==> src/rtl/counter_step_arb_if.sv <==
// Purpose : requester/counter bundle for counter_step_arb.
//   master : client side (drives requests, sat_en and the counter value cnt)
//   slave  : arbiter side (drives req_ready, inc/dec strobes and burst status)
// Signals :
//   req_valid/req_dir [NUM_REQ]  per-requester request and direction (1 = up)
//   req_len [NUM_REQ*LEN_W]      burst length, requester i at [i*LEN_W +: LEN_W]
//   req_ready [NUM_REQ]          one-hot accept strobe
//   sat_en, cnt[8]               saturation guard enable, current counter value
//   inc, dec                     counter step strobes
//   busy, grant_id, done, sat_stop  burst status
interface counter_step_arb_if #(
    parameter int unsigned NUM_REQ = 4,
    parameter int unsigned LEN_W   = 4
);
    localparam int unsigned GID_W = (NUM_REQ > 1) ? $clog2(NUM_REQ) : 1;

    logic [NUM_REQ-1:0]       req_valid;
    logic [NUM_REQ-1:0]       req_dir;
    logic [NUM_REQ*LEN_W-1:0] req_len;
    logic [NUM_REQ-1:0]       req_ready;
    logic                     sat_en;
    logic [7:0]               cnt;
    logic                     inc;
    logic                     dec;
    logic                     busy;
    logic [GID_W-1:0]         grant_id;
    logic                     done;
    logic                     sat_stop;

    modport master (
        output req_valid, req_dir, req_len, sat_en, cnt,
        input  req_ready, inc, dec, busy, grant_id, done, sat_stop
    );

    modport slave (
        input  req_valid, req_dir, req_len, sat_en, cnt,
        output req_ready, inc, dec, busy, grant_id, done, sat_stop
    );
endinterface

==> src/rtl/counter_step_arb.sv <==
// Purpose : shares one 8-bit inc/dec counter among NUM_REQ requesters. A round-robin
//           arbiter accepts one burst request; an IDLE/RUN/DONE FSM then strobes inc or
//           dec once per cycle for LEN steps, optionally stopping early at 8'hFF / 8'h00.
// Ports   :
//   clk    in  rising-edge clock
//   rst_n  in  async active-low reset
//   bus    counter_step_arb_if.slave (requests, counter value, strobes, status)
// Notes   : req_ready, inc and dec are combinational: ready must answer valid in the same
//           cycle, and the saturation guard must see the live counter value.
module counter_step_arb #(
    parameter int unsigned NUM_REQ = 4,
    parameter int unsigned LEN_W   = 4
) (
    input  logic                  clk,
    input  logic                  rst_n,
    counter_step_arb_if.slave     bus
);
    localparam int unsigned GID_W = (NUM_REQ > 1) ? $clog2(NUM_REQ) : 1;

    typedef enum logic [1:0] {
        S_IDLE = 2'd0,
        S_RUN  = 2'd1,
        S_DONE = 2'd2
    } state_t;

    state_t             r_state;
    state_t             w_state_nxt;
    logic [GID_W-1:0]   r_rr_ptr;
    logic [GID_W-1:0]   w_rr_ptr_nxt;
    logic [GID_W-1:0]   r_grant_id;
    logic [GID_W-1:0]   w_grant_id_nxt;
    logic [LEN_W-1:0]   r_remaining;
    logic [LEN_W-1:0]   w_remaining_nxt;
    logic               r_dir;
    logic               w_dir_nxt;
    logic               r_sat_stop;
    logic               w_sat_stop_nxt;

    logic               w_any_req;
    logic [GID_W-1:0]   w_pick;
    logic [GID_W-1:0]   w_pick_inc;
    logic [LEN_W-1:0]   w_pick_len;
    int unsigned        w_idx;
    logic               w_sat_hit;
    logic [NUM_REQ-1:0] w_ready;
    logic               w_inc;
    logic               w_dec;

    // Round-robin search: first valid requester at or after r_rr_ptr, wrapping.
    always_comb begin
        w_any_req = 1'b0;
        w_pick    = '0;
        w_idx     = 0;
        for (int unsigned k = 0; k < NUM_REQ; k++) begin
            w_idx = 32'(r_rr_ptr) + k;
            if (w_idx >= NUM_REQ) begin
                w_idx = w_idx - NUM_REQ;
            end
            if (!w_any_req && bus.req_valid[GID_W'(w_idx)]) begin
                w_any_req = 1'b1;
                w_pick    = GID_W'(w_idx);
            end
        end
    end

    // Length of the candidate request and the pointer value that follows it.
    always_comb begin
        w_pick_len = bus.req_len[32'(w_pick)*LEN_W +: LEN_W];
        if (32'(w_pick) == NUM_REQ - 1) begin
            w_pick_inc = '0;
        end else begin
            w_pick_inc = w_pick + GID_W'(1);
        end
    end

    // Step would push the counter past its limit in the burst direction.
    assign w_sat_hit = bus.sat_en &&
                       (r_dir ? (bus.cnt == 8'hFF) : (bus.cnt == 8'h00));

    // State register.
    always_ff @(posedge clk or negedge rst_n) begin
        if (!rst_n) begin
            r_state     <= S_IDLE;
            r_rr_ptr    <= '0;
            r_grant_id  <= '0;
            r_remaining <= '0;
            r_dir       <= 1'b0;
            r_sat_stop  <= 1'b0;
        end else begin
            r_state     <= w_state_nxt;
            r_rr_ptr    <= w_rr_ptr_nxt;
            r_grant_id  <= w_grant_id_nxt;
            r_remaining <= w_remaining_nxt;
            r_dir       <= w_dir_nxt;
            r_sat_stop  <= w_sat_stop_nxt;
        end
    end

    // Next-state and strobe logic.
    always_comb begin
        w_state_nxt     = r_state;
        w_rr_ptr_nxt    = r_rr_ptr;
        w_grant_id_nxt  = r_grant_id;
        w_remaining_nxt = r_remaining;
        w_dir_nxt       = r_dir;
        w_sat_stop_nxt  = 1'b0;
        w_ready         = '0;
        w_inc           = 1'b0;
        w_dec           = 1'b0;

        unique case (r_state)
            S_IDLE: begin
                if (w_any_req) begin
                    w_ready[w_pick] = 1'b1;
                    w_dir_nxt       = bus.req_dir[w_pick];
                    w_remaining_nxt = w_pick_len;
                    w_grant_id_nxt  = w_pick;
                    w_rr_ptr_nxt    = w_pick_inc;
                    // Zero-length bursts skip RUN and only report done.
                    w_state_nxt     = (w_pick_len != '0) ? S_RUN : S_DONE;
                end
            end
            S_RUN: begin
                if (w_sat_hit) begin
                    // Suppress this step; sat_stop is held through the DONE cycle.
                    w_sat_stop_nxt = 1'b1;
                    w_state_nxt    = S_DONE;
                end else begin
                    w_inc           = r_dir;
                    w_dec           = !r_dir;
                    w_remaining_nxt = r_remaining - LEN_W'(1);
                    if (r_remaining == LEN_W'(1)) begin
                        w_state_nxt = S_DONE;
                    end
                end
            end
            S_DONE: begin
                w_state_nxt = S_IDLE;
            end
            default: begin
                w_state_nxt = S_IDLE;
            end
        endcase
    end

    // Status outputs are decodes of registered state.
    assign bus.req_ready = w_ready;
    assign bus.inc       = w_inc;
    assign bus.dec       = w_dec;
    assign bus.busy      = (r_state != S_IDLE);
    assign bus.done      = (r_state == S_DONE);
    assign bus.sat_stop  = r_sat_stop;
    assign bus.grant_id  = r_grant_id;
endmodule

==> src/flat_wrapper.sv <==
// flat-port wrapper written by rule: the top's interface ports become plain ports
module counter_step_arb_flat 
#(
    parameter int unsigned NUM_REQ = 4,
    parameter int unsigned LEN_W   = 4
)
  (clk, rst_n, bus_req_valid, bus_req_dir, bus_req_len, bus_sat_en, bus_cnt, bus_req_ready, bus_inc, bus_dec, bus_busy, bus_grant_id, bus_done, bus_sat_stop);
  counter_step_arb_if #(.NUM_REQ(NUM_REQ), .LEN_W(LEN_W)) bus_i ();
  input  logic clk;
  input  logic rst_n;
  input wire logic [$bits(bus_i.req_valid)-1:0] bus_req_valid;
  input wire logic [$bits(bus_i.req_dir)-1:0] bus_req_dir;
  input wire logic [$bits(bus_i.req_len)-1:0] bus_req_len;
  input wire logic [$bits(bus_i.sat_en)-1:0] bus_sat_en;
  input wire logic [$bits(bus_i.cnt)-1:0] bus_cnt;
  output wire logic [$bits(bus_i.req_ready)-1:0] bus_req_ready;
  output wire logic [$bits(bus_i.inc)-1:0] bus_inc;
  output wire logic [$bits(bus_i.dec)-1:0] bus_dec;
  output wire logic [$bits(bus_i.busy)-1:0] bus_busy;
  output wire logic [$bits(bus_i.grant_id)-1:0] bus_grant_id;
  output wire logic [$bits(bus_i.done)-1:0] bus_done;
  output wire logic [$bits(bus_i.sat_stop)-1:0] bus_sat_stop;
  assign bus_i.req_valid = bus_req_valid;
  assign bus_i.req_dir = bus_req_dir;
  assign bus_i.req_len = bus_req_len;
  assign bus_i.sat_en = bus_sat_en;
  assign bus_i.cnt = bus_cnt;
  assign bus_req_ready = bus_i.req_ready;
  assign bus_inc = bus_i.inc;
  assign bus_dec = bus_i.dec;
  assign bus_busy = bus_i.busy;
  assign bus_grant_id = bus_i.grant_id;
  assign bus_done = bus_i.done;
  assign bus_sat_stop = bus_i.sat_stop;
  counter_step_arb #(.NUM_REQ(NUM_REQ), .LEN_W(LEN_W)) u_core (.clk(clk), .rst_n(rst_n), .bus(bus_i));
endmodule
==> config.mk <==
export PLATFORM = sky130hd
export DESIGN_NAME = counter_step_arb_flat
export DESIGN_NICKNAME = d
export VERILOG_FILES = /design/src/rtl/counter_step_arb_if.sv /design/src/rtl/counter_step_arb.sv /design/src/flat_wrapper.sv
export SDC_FILE = /design/constraint.sdc
export NUM_CORES = 1
export LEC_CHECK = 0
export BUFFER_PORTS_ARGS = -buffer_cell sky130_fd_sc_hd__buf_2
export CAP_MARGIN = 20
export CORE_UTILIZATION = 33
export DETAILED_ROUTE_END_ITERATION = 7
export GPL_TIMING_DRIVEN = 0
export MAX_ROUTING_LAYER = met4
export PLACE_DENSITY_LB_ADDON = 0.05
export SETUP_SLACK_MARGIN = 0.1
export SYNTH_ARGS = -nofsm -noshare
export SYNTH_HDL_FRONTEND = slang
export SYNTH_SLANG_ARGS = --single-unit
export TNS_END_PERCENT = 10
==> constraint.sdc <==
create_clock -name clk -period 1.9 [get_ports clk]
set_input_delay 0.285 -clock clk [delete_from_list [all_inputs] [get_ports clk]]
set_output_delay 0.285 -clock clk [all_outputs]
set_load 0.1 [all_outputs]
# --- Word level (Yosys, flattened, before mapping) ---
# Cells that the tools add are included.
word_totals:
  reg_bits: 12
  input_bits: 35
classes:
  addsub: 9
  order_cmp: 10
  eq_ne: 8
  shifts: 1
  n_mux: 42
  reduce_logical: 17
ops:
  columns: ["op", "count"]
  rows:
  - ["2-bit 2-to-1 mux", 13]
  - ["1-bit 2-to-1 mux", 17]
  - ["4-bit 2-to-1 mux", 4]
  - ["16-bit by 5-bit variable part select with 4-bit output", 1]
  - ["2-bit by 3-bit less-than comparator with 1-bit output (second input constant)", 5]
  - ["1-bit binary-select mux with 2-bit select", 5]
  - ["3-bit >= comparator (second input constant)", 3]
  - ["8-bit == test (second input constant)", 1]
  - ["8-bit zero test", 1]
  - ["4-bit case mux with 2 select lines", 1]
  - ["2-bit by 1-bit subtractor with 2-bit output (second input constant)", 4]
  - ["2-bit by 2-bit adder with 3-bit output (second input constant)", 2]
  - ["1-bit logical AND", 5]
  - ["2-bit == test (second input constant)", 2]
  - ["4-bit by 1-bit == test with 1-bit output (second input constant)", 1]
  - ["1-bit zero test", 4]
  - ["2-bit case mux with 2 select lines", 1]
  - ["2-bit AND reduction", 2]
  - ["2-bit nonzero test", 2]
  - ["4-bit nonzero test", 1]
  - ["4-bit by 1-bit subtractor with 4-bit output (second input constant)", 1]
  - ["2-bit by 1-bit adder with 3-bit output (second input constant)", 1]
  - ["2-bit by 3-bit >= comparator with 1-bit output (second input constant)", 1]
  - ["3-bit by 1-bit inequality test with 1-bit output (second input constant)", 1]
  - ["8 further kinds", 8]

# --- Logic depth before layout (Yosys ltp) ---
# Gate-level depths: netlist of run 1.
logic_depth:
  depth_word: 20
  mapped_depth: 8
  ltp_nobuf: 6

# --- Worst setup path after synthesis of run 1 ---
# Ideal clock, no wire load.
synth_path:
  kind: "register -> output"
  from: "register u_core.r_state[1]"
  to: "output port bus_dec"
  arrival_ps: 2177
  required_time_ps: 1615
  setup_slack_ps: -562
  path_stages_with_launch: 5
  n_path_buf: 1
  cell_sequence: "dfrtp_1 nor2b_1 clkbuf_1 nand2_1 nor2_1"
synth_via:
  elab_chain_cells: 2
synth_lines:
  columns: ["element", "line_no", "rtl"]
  rows:
  - ["start, declared", "counter_step_arb.sv:26", "state_t r_state;"]
  - ["start signal, assigned", "counter_step_arb.sv:90", "r_state <= w_state_nxt;"]
  - ["2-bit by 1-bit == test with 1-bit output", "counter_step_arb.sv:111", "unique case (r_state)"]
  - ["1-bit 2-to-1 mux", "counter_step_arb.sv:111", null]
  - ["end, declared", "flat_wrapper.sv:18", "output wire logic [$bits(bus_i.dec)-1:0] bus_dec;"]
# Every way passes these cells.

# --- Worst setup path in the final report of run 1 ---
layout_path:
  from: "register u_core.r_rr_ptr[1]"
  to: "output port bus_req_ready[2]"
layout_via:
  elab_chain_cells: 20
  elab_cells_between_ends: 44
  cone_classes: "7 x add/sub; 6 x order compare; 24 x mux; 7 x reduce/logical"
layout_lines:
  columns: ["element", "line_no", "rtl"]
  rows:
  - ["start, declared", "counter_step_arb.sv:28", "logic [GID_W-1:0] r_rr_ptr;"]
  - ["start signal, assigned", "counter_step_arb.sv:91", "r_rr_ptr <= w_rr_ptr_nxt;"]
  - ["parallel branches: the longest is 13 deep, another holds 2-bit by 1-bit adder with 3-bit output", null, null]
  - ["2-bit 2-to-1 mux *", "counter_step_arb.sv:59", "if (!w_any_req && bus.req_valid[GID_W'(w_idx)]) begin"]
  - ["via u_core.w_pick[0]", "counter_step_arb.sv:40", "logic [GID_W-1:0] w_pick;"]
  - ["2-bit by 3-bit less-than comparator with 1-bit output (implied by the code) or 2-bit by 1-bit >= comparator with 1-bit output (tied branches)", "counter_step_arb.sv:114", "w_ready[w_pick] = 1'b1;"]
  - ["1-bit logical AND (implied by the code)", "counter_step_arb.sv:114", null]
  - ["1-bit 2-to-1 mux (implied by the code)", "counter_step_arb.sv:114", null]
  - ["1-bit demux with 2-bit select *", null, null]
  - ["4-bit 2-to-1 mux *", "counter_step_arb.sv:113", "if (w_any_req) begin"]
  - ["4-bit 2-to-1 mux *", "counter_step_arb.sv:111", null]
  - ["end, declared", "flat_wrapper.sv:16", "output wire logic [$bits(bus_i.req_ready)-1:0] bus_req_ready;"]
# Mark *: on every way through the listed nets, which the timed path passes. The select of a mux whose other input is x is not followed.

==> reports/results.txt, run 1 <==
outcome -> finished, violations left
failing checks -> setup timing
Worst Reg-to-Reg Cells -> 8
flops & latches, synth -> 12
Crit path largest cell delay -> 570 ps
Die W -> 61.0 µm
Least-Margin Pin Slew -> 528 ps
GRT Total Usage -> 20.5%
WL/cell -> 13.6 µm
commonest non-fill, non-tap cell in the layout -> buf_2
Hold Path Sink -> u_core.bus.sat_stop$_DFF_PN0_
clock buffer depth -> 2
initial antenna violation count -> 0
nets -> 246
Critical R2R Capture -> u_core.r_state[0]$_DFFE_PN0P_
htree depth -> 1
RSZ-0062 raised after global routing -> true
PD cells -> 1600 nW/µm²
Hold Crit Class -> input port to flip-flop
drt first pass iters -> 4
Worst Setup Start Kind -> flip-flop
Skew-Pair Late Insertion Delay -> 280 ps
met1 usage -> 22.7%
clk_skew -> 1.99 ps
post-synth design cell area -> 1150 µm²
Final Cycle Share -> 120%
Synth cell types -> 42
Remaining Overflow, GRT -> 0
I/O pins -> 46
DRC violations left -> 0
I/O Buffers -> 45
DRT antenna net count -> 0
commonest cells after routing, fill and taps aside -> buf_2 (39), nand2_1 (16), buf_4 (12), nand3_1 (11), dfrtp_1 (10)
reg2reg setup slack -> -220 ps
Site Rows -> 21
arrival time worst endpoint -> 1990 ps
crit end category -> primary output
Data required, critical path -> 1620 ps
dpl ws -> -558 ps
Layout area overhead -> 55.7%
Vias/cell -> 5.05
Die Area -> 3720 µm²
Ys Warns -> 0
min-delay src -> bus_sat_en
Max Slew Vio Count -> 0
Max IR drop VDD -> 0.917 mV
routability cong. -> 0.817
worst r2r src -> u_core.r_rr_ptr[1]$_DFFE_PN0P_
syn_nets -> 183
Avg Inst Size Synth -> 8.09 µm²
final WL -> 3390 µm
DIE HEIGHT -> 61.0 µm
final setup violation count -> 12
f_max -> 440 MHz
Slowest-stage cell, CP -> or4_4
Clock transition at path regs -> 80 ps
layer with the highest usage -> met2
Top FF cell, synth -> dfrtp_1
number of diodes -> 0
initial drt markers -> 38
Design Area, Final -> 1790 µm²
met2 usage -> 37.4%
Max Fanout on Critical Path -> 4
Post-synth EDFFs -> 0
Root Driver -> clkbuf_4
Cells after Synth -> 142
instance area at placement -> 1450 µm²
worst path cell trace -> or4_4, buf_8, nand2_8, inv_6, ha_4, and2_4, buf_12
CTS tree -> built
Hold WS -> 345 ps
largest net degree at the start of global routing -> 13
Max Cap Violations -> 0
WS Path Type -> flip-flop to primary output
hold path cells -> 3
Clock Sinks -> 12
register area share after synthesis -> 26.1%
Min Clock Period, post-route -> 2270 ps
vias in the first global route -> 1,182
total core area -> 3340 µm²
placed wire-length estimate -> 2420 µm
first-pass GRT wire length -> 5310 µm
Vias -> 1,257
Hold Violations, Final -> 0
asr flop ratio synth -> 100%
layout cells sized above 1 -> 48.8%
met3 Track Usage GR -> 4.48%
LEAKAGE -> 0.000797 µW
Initial Util -> 34.4%
final setup margin -> -372 ps
Num CTS Buffers -> 3
relative slew slack -> 64.6%
## sequential cells by signal (all words and copies together) (netlist names)
| signal | count |
|---|---|
| u_core.bus.grant_id | 2 |
| u_core.bus.sat_stop | 1 |
| u_core.r_dir | 1 |
| u_core.r_remaining | 4 |
| u_core.r_rr_ptr | 2 |
| u_core.r_state | 2 |
## area by class of cell
cell class / count / area [µm²]
multi-input cells: 119 / 922
repair buffers: 58 / 398
clock buffers: 3 / 22.5
plain buffers: 7 / 60.1
inverters: 4 / 25.0
fillers: 353 / 1550
flip-flops and latches: 12 / 303
well taps: 46 / 57.6
## metal layers
metal / share of wire [%] / up-vias / routed length, µm
li1: - / 648 / -
met1: 41 / 583 / 1380
met2: 55 / 24 / 1870
met3: 3.5 / 2 / 118
met4: 0.56 / 0 / 19
met5: 0 / - / 0
## power by group
part | internal [µW] | switching (µW)
Clock | 73.5 | 89.7
Combinational | 840 | 1390
Sequential | 374 | 96.9
Total | 1290 | 1570
## worst max path at each step
stage	from	end	slack, ps	cells past startpoint
2_1_floorplan	bus_cnt[2]	bus_inc	-110	4
5_1_grt	u_core.r_rr_ptr[1]$_DFFE_PN0P_	bus_req_ready[1]	-420	9
6_report	u_core.r_rr_ptr[1]$_DFFE_PN0P_	bus_req_ready[2]	-370	7
4_1_cts	u_core.r_rr_ptr[0]$_DFFE_PN0P_	bus_req_ready[0]	-400	8
3_5_place_dp	bus_req_valid[2]	bus_req_ready[3]	-560	8
3_3_place_gp	bus_req_valid[2]	bus_req_ready[3]	-540	8
## critical path: cells and delay by family (launching register included)
kind          cells  cell delay, ps
simple gates      3             800
flops             1             410
buf+inv           3             350
fa+ha+maj         1             140
## metrics by stage
| step | power [µW] | utilization [%] | instances | TNS [ps] |
|---|---|---|---|---|
| CTS | 2750 | 51.6 | 245 | -2760 |
| global placement | 2220 | 43.6 | 233 | -3550 |
| floorplan | 1910 | - | 142 | -560 |
| detailed placement | 2240 | 43.6 | 233 | -3850 |
| global route | 3060 | 53.6 | 249 | -3500 |
| finish | 2860 | 53.6 | 249 | -2470 |
## synth_stat cells (2+ instances only)
| master | number | area share (%) |
|---|---|---|
| a21bo_2 | 3 | 2.6 |
| a21oi_1 | 9 | 3.9 |
| a221oi_1 | 4 | 3.0 |
| a32oi_1 | 3 | 2.3 |
| and2_1 | 5 | 2.7 |
| buf_6 | 3 | 2.9 |
| clkbuf_1 | 3 | 0.98 |
| dfrtp_1 | 12 | 26 |
| ha_1 | 6 | 6.5 |
| inv_1 | 4 | 1.3 |
| mux2i_1 | 3 | 2.6 |
| nand2_1 | 17 | 5.6 |
| nand2b_1 | 4 | 2.2 |
| nand3_1 | 11 | 4.8 |
| nor2_1 | 7 | 2.3 |
| nor2b_1 | 5 | 2.7 |
| nor3_1 | 2 | 0.87 |
| nor3b_1 | 4 | 2.6 |
| nor4_1 | 6 | 3.3 |
| o21ai_0 | 7 | 3.0 |
| o21ai_1 | 2 | 0.87 |
| or2_2 | 2 | 1.1 |
## kinds of logic after synthesis
kind of cell    synth area share [%]
compound gates                  22.2
fa+ha+maj                       6.54
buf+inv                         5.66
flops                           26.1
mux                             3.59
simple gates                    35.8
## what timing repair did
| action | in CTS | in global routing |
|---|---|---|
| pin swaps | 11 | 0 |
| setup buffers | 8 | 4 |
| resized for setup | 45 | 9 |
| hold buffers | 1 | 0 |
| setup endpoints to repair | 14 | 13 |
| endpoints found under the hold margin | 12 | 0 |
No activity file was read; power rests on OpenSTA's default activity.
==> run 2: changes to the inputs <==
--- a/config.mk
+++ b/config.mk
@@ -8,6 +8,7 @@
 export BUFFER_PORTS_ARGS = -buffer_cell sky130_fd_sc_hd__buf_2
 export CAP_MARGIN = 20
 export CORE_UTILIZATION = 33
+export CTS_BUF_LIST = sky130_fd_sc_hd__clkbuf_8
 export DETAILED_ROUTE_END_ITERATION = 7
 export GPL_TIMING_DRIVEN = 0
 export MAX_ROUTING_LAYER = met4
==> run 2 against run 1 <==
  * The flow still finishes with violations (setup timing)
  * First-iteration DRC count down 26%
  * Critical path depth unchanged
  * Register-to-register slack worse by 20 ps
  * Total power up 1.7%
  * Via count down 0.24%
  * Cell count down 1.2%
  * Global-route usage about the same
  * Sequential share of layout area unchanged
  * Hold slack better by 24 ps
  * Non-clock buffer count down 3
==> reports/results.txt, run 2 (synthesized netlist as in run 1, its figures left out) <==
f_max -> 446 MHz
number of diodes -> 0
dpl ws -> -558 ps
Fill cells -> 357
clock buffer depth -> 2
RSZ-0062 raised after global routing -> true
clk_skew -> 3.31 ps
fin cells -> 246
Root Driver -> clkbuf_8
Least-Margin Pin Slew -> 542 ps
Data required, critical path -> 1620 ps
Placed Cells incl. Taps -> 233
Max IR drop VDD -> 0.792 mV
Vias/cell -> 5.10
DIE HEIGHT -> 61.0 µm
arrival time worst endpoint -> 1960 ps
PD cells -> 1630 nW/µm²
instance area at placement -> 1450 µm²
I/O pins -> 46
first-pass GRT wire length -> 5310 µm
Clock transition at path regs -> 50 ps
Num CTS Buffers -> 3
commonest non-fill, non-tap cell in the layout -> buf_2
Layout area overhead -> 55.7%
Worst Setup Start Kind -> flip-flop
Min Clock Period, post-route -> 2240 ps
CTS tree -> built
initial drt markers -> 28
DRT antenna net count -> 0
commonest cells after routing, fill and taps aside -> buf_2 (39), nand2_1 (16), nand3_1 (11), dfrtp_1 (10)
outcome -> finished, violations left
failing checks -> setup timing
Die W -> 61.0 µm
Hold Violations, Final -> 0
htree depth -> 1
Vias -> 1,254
final setup violation count -> 12
crit end category -> primary output
Max Slew Vio Count -> 0
Clock Sinks -> 12
vias in the first global route -> 1,194
Initial Util -> 34.4%
most flop-heavy register -> u_core.r_remaining
WL/cell -> 13.6 µm
Site Rows -> 21
initial antenna violation count -> 0
nets -> 243
final WL -> 3350 µm
Skew-Pair Late Insertion Delay -> 250 ps
DRC violations left -> 0
Die Area -> 3720 µm²
placed wire-length estimate -> 2420 µm
Remaining Overflow, GRT -> 0
drt first pass iters -> 4
Design Area, Final -> 1790 µm²
Max Cap Violations -> 0
Max Fanout on Critical Path -> 10
Overall Power -> 2910 µW
relative slew slack -> 63.8%
largest net degree at the start of global routing -> 13
routability cong. -> 0.817
final setup margin -> -340 ps
layout cells sized above 1 -> 48.0%
Hold WS -> 370 ps
max reg flops -> 4
Hold Crit Class -> input port to flip-flop
Final Cycle Share -> 118%
I/O Buffers -> 45
total core area -> 3340 µm²
GRT Total Usage -> 20.5%
LEAKAGE -> 0.000790 µW
WS Path Type -> flip-flop to primary output
[run 2: path summary, 6_finish.rpt]
| path | startpoint | end | slack [ps] | cells past startpoint |
|---|---|---|---|---|
| max in group asynchronous | rst_n | u_core.r_rr_ptr[0]$_DFFE_PN0P_ | 1210 | 2 |
| min in group asynchronous | rst_n | u_core.r_rr_ptr[1]$_DFFE_PN0P_ | 450 | 2 |
| hold reg to reg | u_core.bus.grant_id[0]$_DFFE_PN0P_ | u_core.bus.grant_id[0]$_DFFE_PN0P_ | 480 | 2 |
| setup / recovery | u_core.r_rr_ptr[1]$_DFFE_PN0P_ | bus_req_ready[0] | -340 | 7 |
| setup reg to reg | u_core.r_rr_ptr[1]$_DFFE_PN0P_ | u_core.r_state[1]$_DFFE_PN0P_ | -240 | 8 |
| hold / removal | bus_sat_en | u_core.bus.sat_stop$_DFF_PN0_ | 370 | 3 |
[run 2: area by class of cell]
class / instances / area (µm²) / share of cell area [%]
multi-input combinational: 119 / 930 / 52.0
timing repair buffer: 55 / 375 / 21.0
sequential: 12 / 303 / 16.9
tap: 46 / 57.6 / 3.22
buffer: 7 / 56.3 / 3.15
clock buffer: 3 / 41.3 / 2.31
inverter: 4 / 25.0 / 1.40
[run 2: where the power goes]
part | internal, µW | switching, µW | total (µW)
clock | 140 | 102 | 242
sequential | 375 | 98.2 | 474
combinational | 817 | 1380 | 2190
total | 1330 | 1580 | 2910
[run 2: what timing repair did]
action                                 in CTS  in global routing
gates cloned                                0                  0
pin swaps                                  11                  0
hold buffers                                1                  0
gates resized for setup                    46                  9
buffers inserted                            8                  1
endpoints found under the hold margin      12                  0
setup endpoints to repair                  14                 13
[run 2: through the flow]
stage	TNS, ps	util (%)
6_report	-2270	53.6
5_1_grt	-3240	53.6
4_1_cts	-2550	52.1
3_5_place_dp	-3850	43.6
3_3_place_gp	-3550	43.6
2_1_floorplan	-560	-
[run 2: metal layers]
layer	up-vias	track usage (%)	share of wire, %
li1	641	-	-
met1	589	23.5	42
met2	20	35.8	53
met3	4	4.48	3.4
met4	0	5.84	0.93
met5	-	-	0
[run 2: critical path, cell delays in order (launching register included)]
cell     delay (ps)
dfrtp_1         410
or4_4           560
buf_6           170
nand2_8         100
inv_6            40
ha_4            140
and2_4          130
buf_12          160
==> run 3: changes to the inputs <==
--- a/config.mk
+++ b/config.mk
@@ -7,6 +7,7 @@
 export LEC_CHECK = 0
 export BUFFER_PORTS_ARGS = -buffer_cell sky130_fd_sc_hd__buf_2
 export CAP_MARGIN = 20
+export CORE_ASPECT_RATIO = 2
 export CORE_UTILIZATION = 33
 export CTS_BUF_LIST = sky130_fd_sc_hd__clkbuf_8
 export DETAILED_ROUTE_END_ITERATION = 7
==> constraint.sdc (replaced) <==
create_clock -name clk -period 2.3 [get_ports clk]
set_input_delay 0.345 -clock clk [delete_from_list [all_inputs] [get_ports clk]]
set_output_delay 0.345 -clock clk [all_outputs]
set_load 0.1 [all_outputs]
==> run 3 against run 2 <==
  * Die area increased by 0.38%
  * Highest routed layer unchanged
  * Hold slack improved by 53 ps
  * Clock power decreased by 21%
  * The run ends with DRC, setup timing left
  * Sequential cell count unchanged
  * Worst setup slack improved by 330 ps
  * Non-clock buffer count increased by 2
  * Register-to-register slack improved by 350 ps
==> reports/results.txt, run 3 (synthesized netlist as in run 1, its figures left out) <==
Overall Power -> 2320 µW
Hold Violations, Final -> 0
Data required, critical path -> 1960 ps
commonest cells after routing, fill and taps aside -> buf_2 (39), nand2_1 (17), buf_4 (13), dfrtp_1 (12), nand3_1 (11)
GRT Total Usage -> 19.7%
htree depth -> 1
initial drt markers -> 25
Worst Setup Start Kind -> input port
Hold Crit Class -> input port to flip-flop
instance area at placement -> 1420 µm²
number of diodes -> 0
WS Path Type -> input port to primary output
Min Clock Period, post-route -> 2310 ps
Least-Margin Pin Slew -> 581 ps
Clock transition at path regs -> 50 ps
clk_skew -> 0.656 ps
layout cells sized above 1 -> 46.0%
total core area -> 3340 µm²
Root Driver -> clkbuf_8
Hold WS -> 423 ps
arrival time worst endpoint -> 1960 ps
commonest non-fill, non-tap cell in the layout -> buf_2
most flop-heavy register -> u_core.r_remaining
Layout area overhead -> 49.8%
max reg flops -> 4
I/O Buffers -> 45
Skew-Pair Late Insertion Delay -> 240 ps
routability cong. -> 0.859
final setup margin -> -7.50 ps
failing checks -> DRC, setup timing
DRT antenna net count -> 0
Clock Sinks -> 12
nets -> 245
Max Slew Vio Count -> 0
CTS tree -> built
Die Area -> 3730 µm²
relative slew slack -> 60.9%
RSZ-0062 raised after global routing -> true
Vias/cell -> 5.62
drt first pass iters -> 7
clock buffer depth -> 2
outcome -> finished, violations left
Initial Util -> 34.4%
reg2reg setup slack -> 110 ps
WL/cell -> 14.9 µm
Final Cycle Share -> 100%
Final TNS setup -> -11.0 ps
DIE HEIGHT -> 85.4 µm
Max Cap Violations -> 0
f_max -> 433 MHz
Vias -> 1,315
Remaining Overflow, GRT -> 0
LEAKAGE -> 0.000800 µW
Max IR drop VDD -> 0.809 mV
Worst Reg-to-Reg Cells -> 7
I/O pins -> 46
DRC violations left -> 5
Die W -> 43.7 µm
initial antenna violation count -> 0
Critical R2R Capture -> u_core.r_state[1]$_DFFE_PN0P_
worst r2r src -> u_core.r_rr_ptr[1]$_DFFE_PN0P_
vias in the first global route -> 1,238
first-pass GRT wire length -> 5380 µm
final WL -> 3480 µm
Fill cells -> 336
final core occ -> 51.5%
Hold Path Sink -> u_core.bus.sat_stop$_DFF_PN0_
final setup violation count -> 2
crit end category -> primary output
Design Area, Final -> 1720 µm²
Num CTS Buffers -> 3
placed wire-length estimate -> 2590 µm
Max Fanout on Critical Path -> 6
PD cells -> 1350 nW/µm²
min-delay src -> bus_sat_en
largest net degree at the start of global routing -> 13
hold path cells -> 3
Site Rows -> 30
==> run 3: area by class of cell <==
class                           count  area, µm²  area share (%)
Inverter                            4       22.5            1.31
Multi-Input combinational cell    119        875            50.8
Buffer                              7       58.8            3.42
Clock buffer                        3       41.3            2.40
Sequential cell                    12        300            17.5
Timing Repair Buffer               57        383            22.3
Tap cell                           32       40.0            2.33
==> run 3: metal layers <==
metal  track usage (%)  vias to the layer above  wire [µm]
met4              8.24                        0         80
met1              18.4                      613       1230
li1                  -                      643          -
met5                 -                        -          0
met2              37.7                       52       1980
met3              2.13                        7        179
==> run 3: worst max-delay path by stage <==
| stage | start | endpoint | depth (start not counted) |
|---|---|---|---|
| floorplan | bus_req_valid[2] | bus_req_ready[0] | 7 |
| global placement | bus_req_valid[0] | bus_req_ready[3] | 8 |
| detailed placement | bus_req_valid[0] | bus_req_ready[3] | 8 |
| CTS | u_core.r_rr_ptr[0]$_DFFE_PN0P_ | bus_req_ready[0] | 8 |
| global route | u_core.r_rr_ptr[0]$_DFFE_PN0P_ | bus_req_ready[2] | 8 |
| finish | bus_req_valid[0] | bus_req_ready[2] | 9 |
==> run 3: where the power goes <==
group	leakage [µW]	internal, µW	switching (µW)
clock network	0.0000216	115	75.8
logic	0.000633	634	1110
registers	0.000145	307	77.8
total	0.000800	1060	1260
==> run 3: timing repair <==
item                       in CTS  in global routing
hold endpoints to repair       12                  0
cloned                          0                  0
resized for setup              39                  8
pin swaps                       4                  1
buffers inserted               11                  0
hold buffers                    1                  0
setup endpoints to repair       6                  9
==> run 3: metrics by stage <==
stage	instances	setup slack, ps
after floorplan	142	-121
after global routing	234	-59.0
after CTS	234	-17.1
after global placement	219	-330
after detailed placement	219	-339
final	234	-7.50
==> run 3: worst max-delay path: stages <==
cell and delay [ps]:
buf_2 110, nor2b_1 200, or4b_4 570, buf_6 150
nand2_8 90, inv_6 40, ha_4 140, and2_4 140
buf_12 160
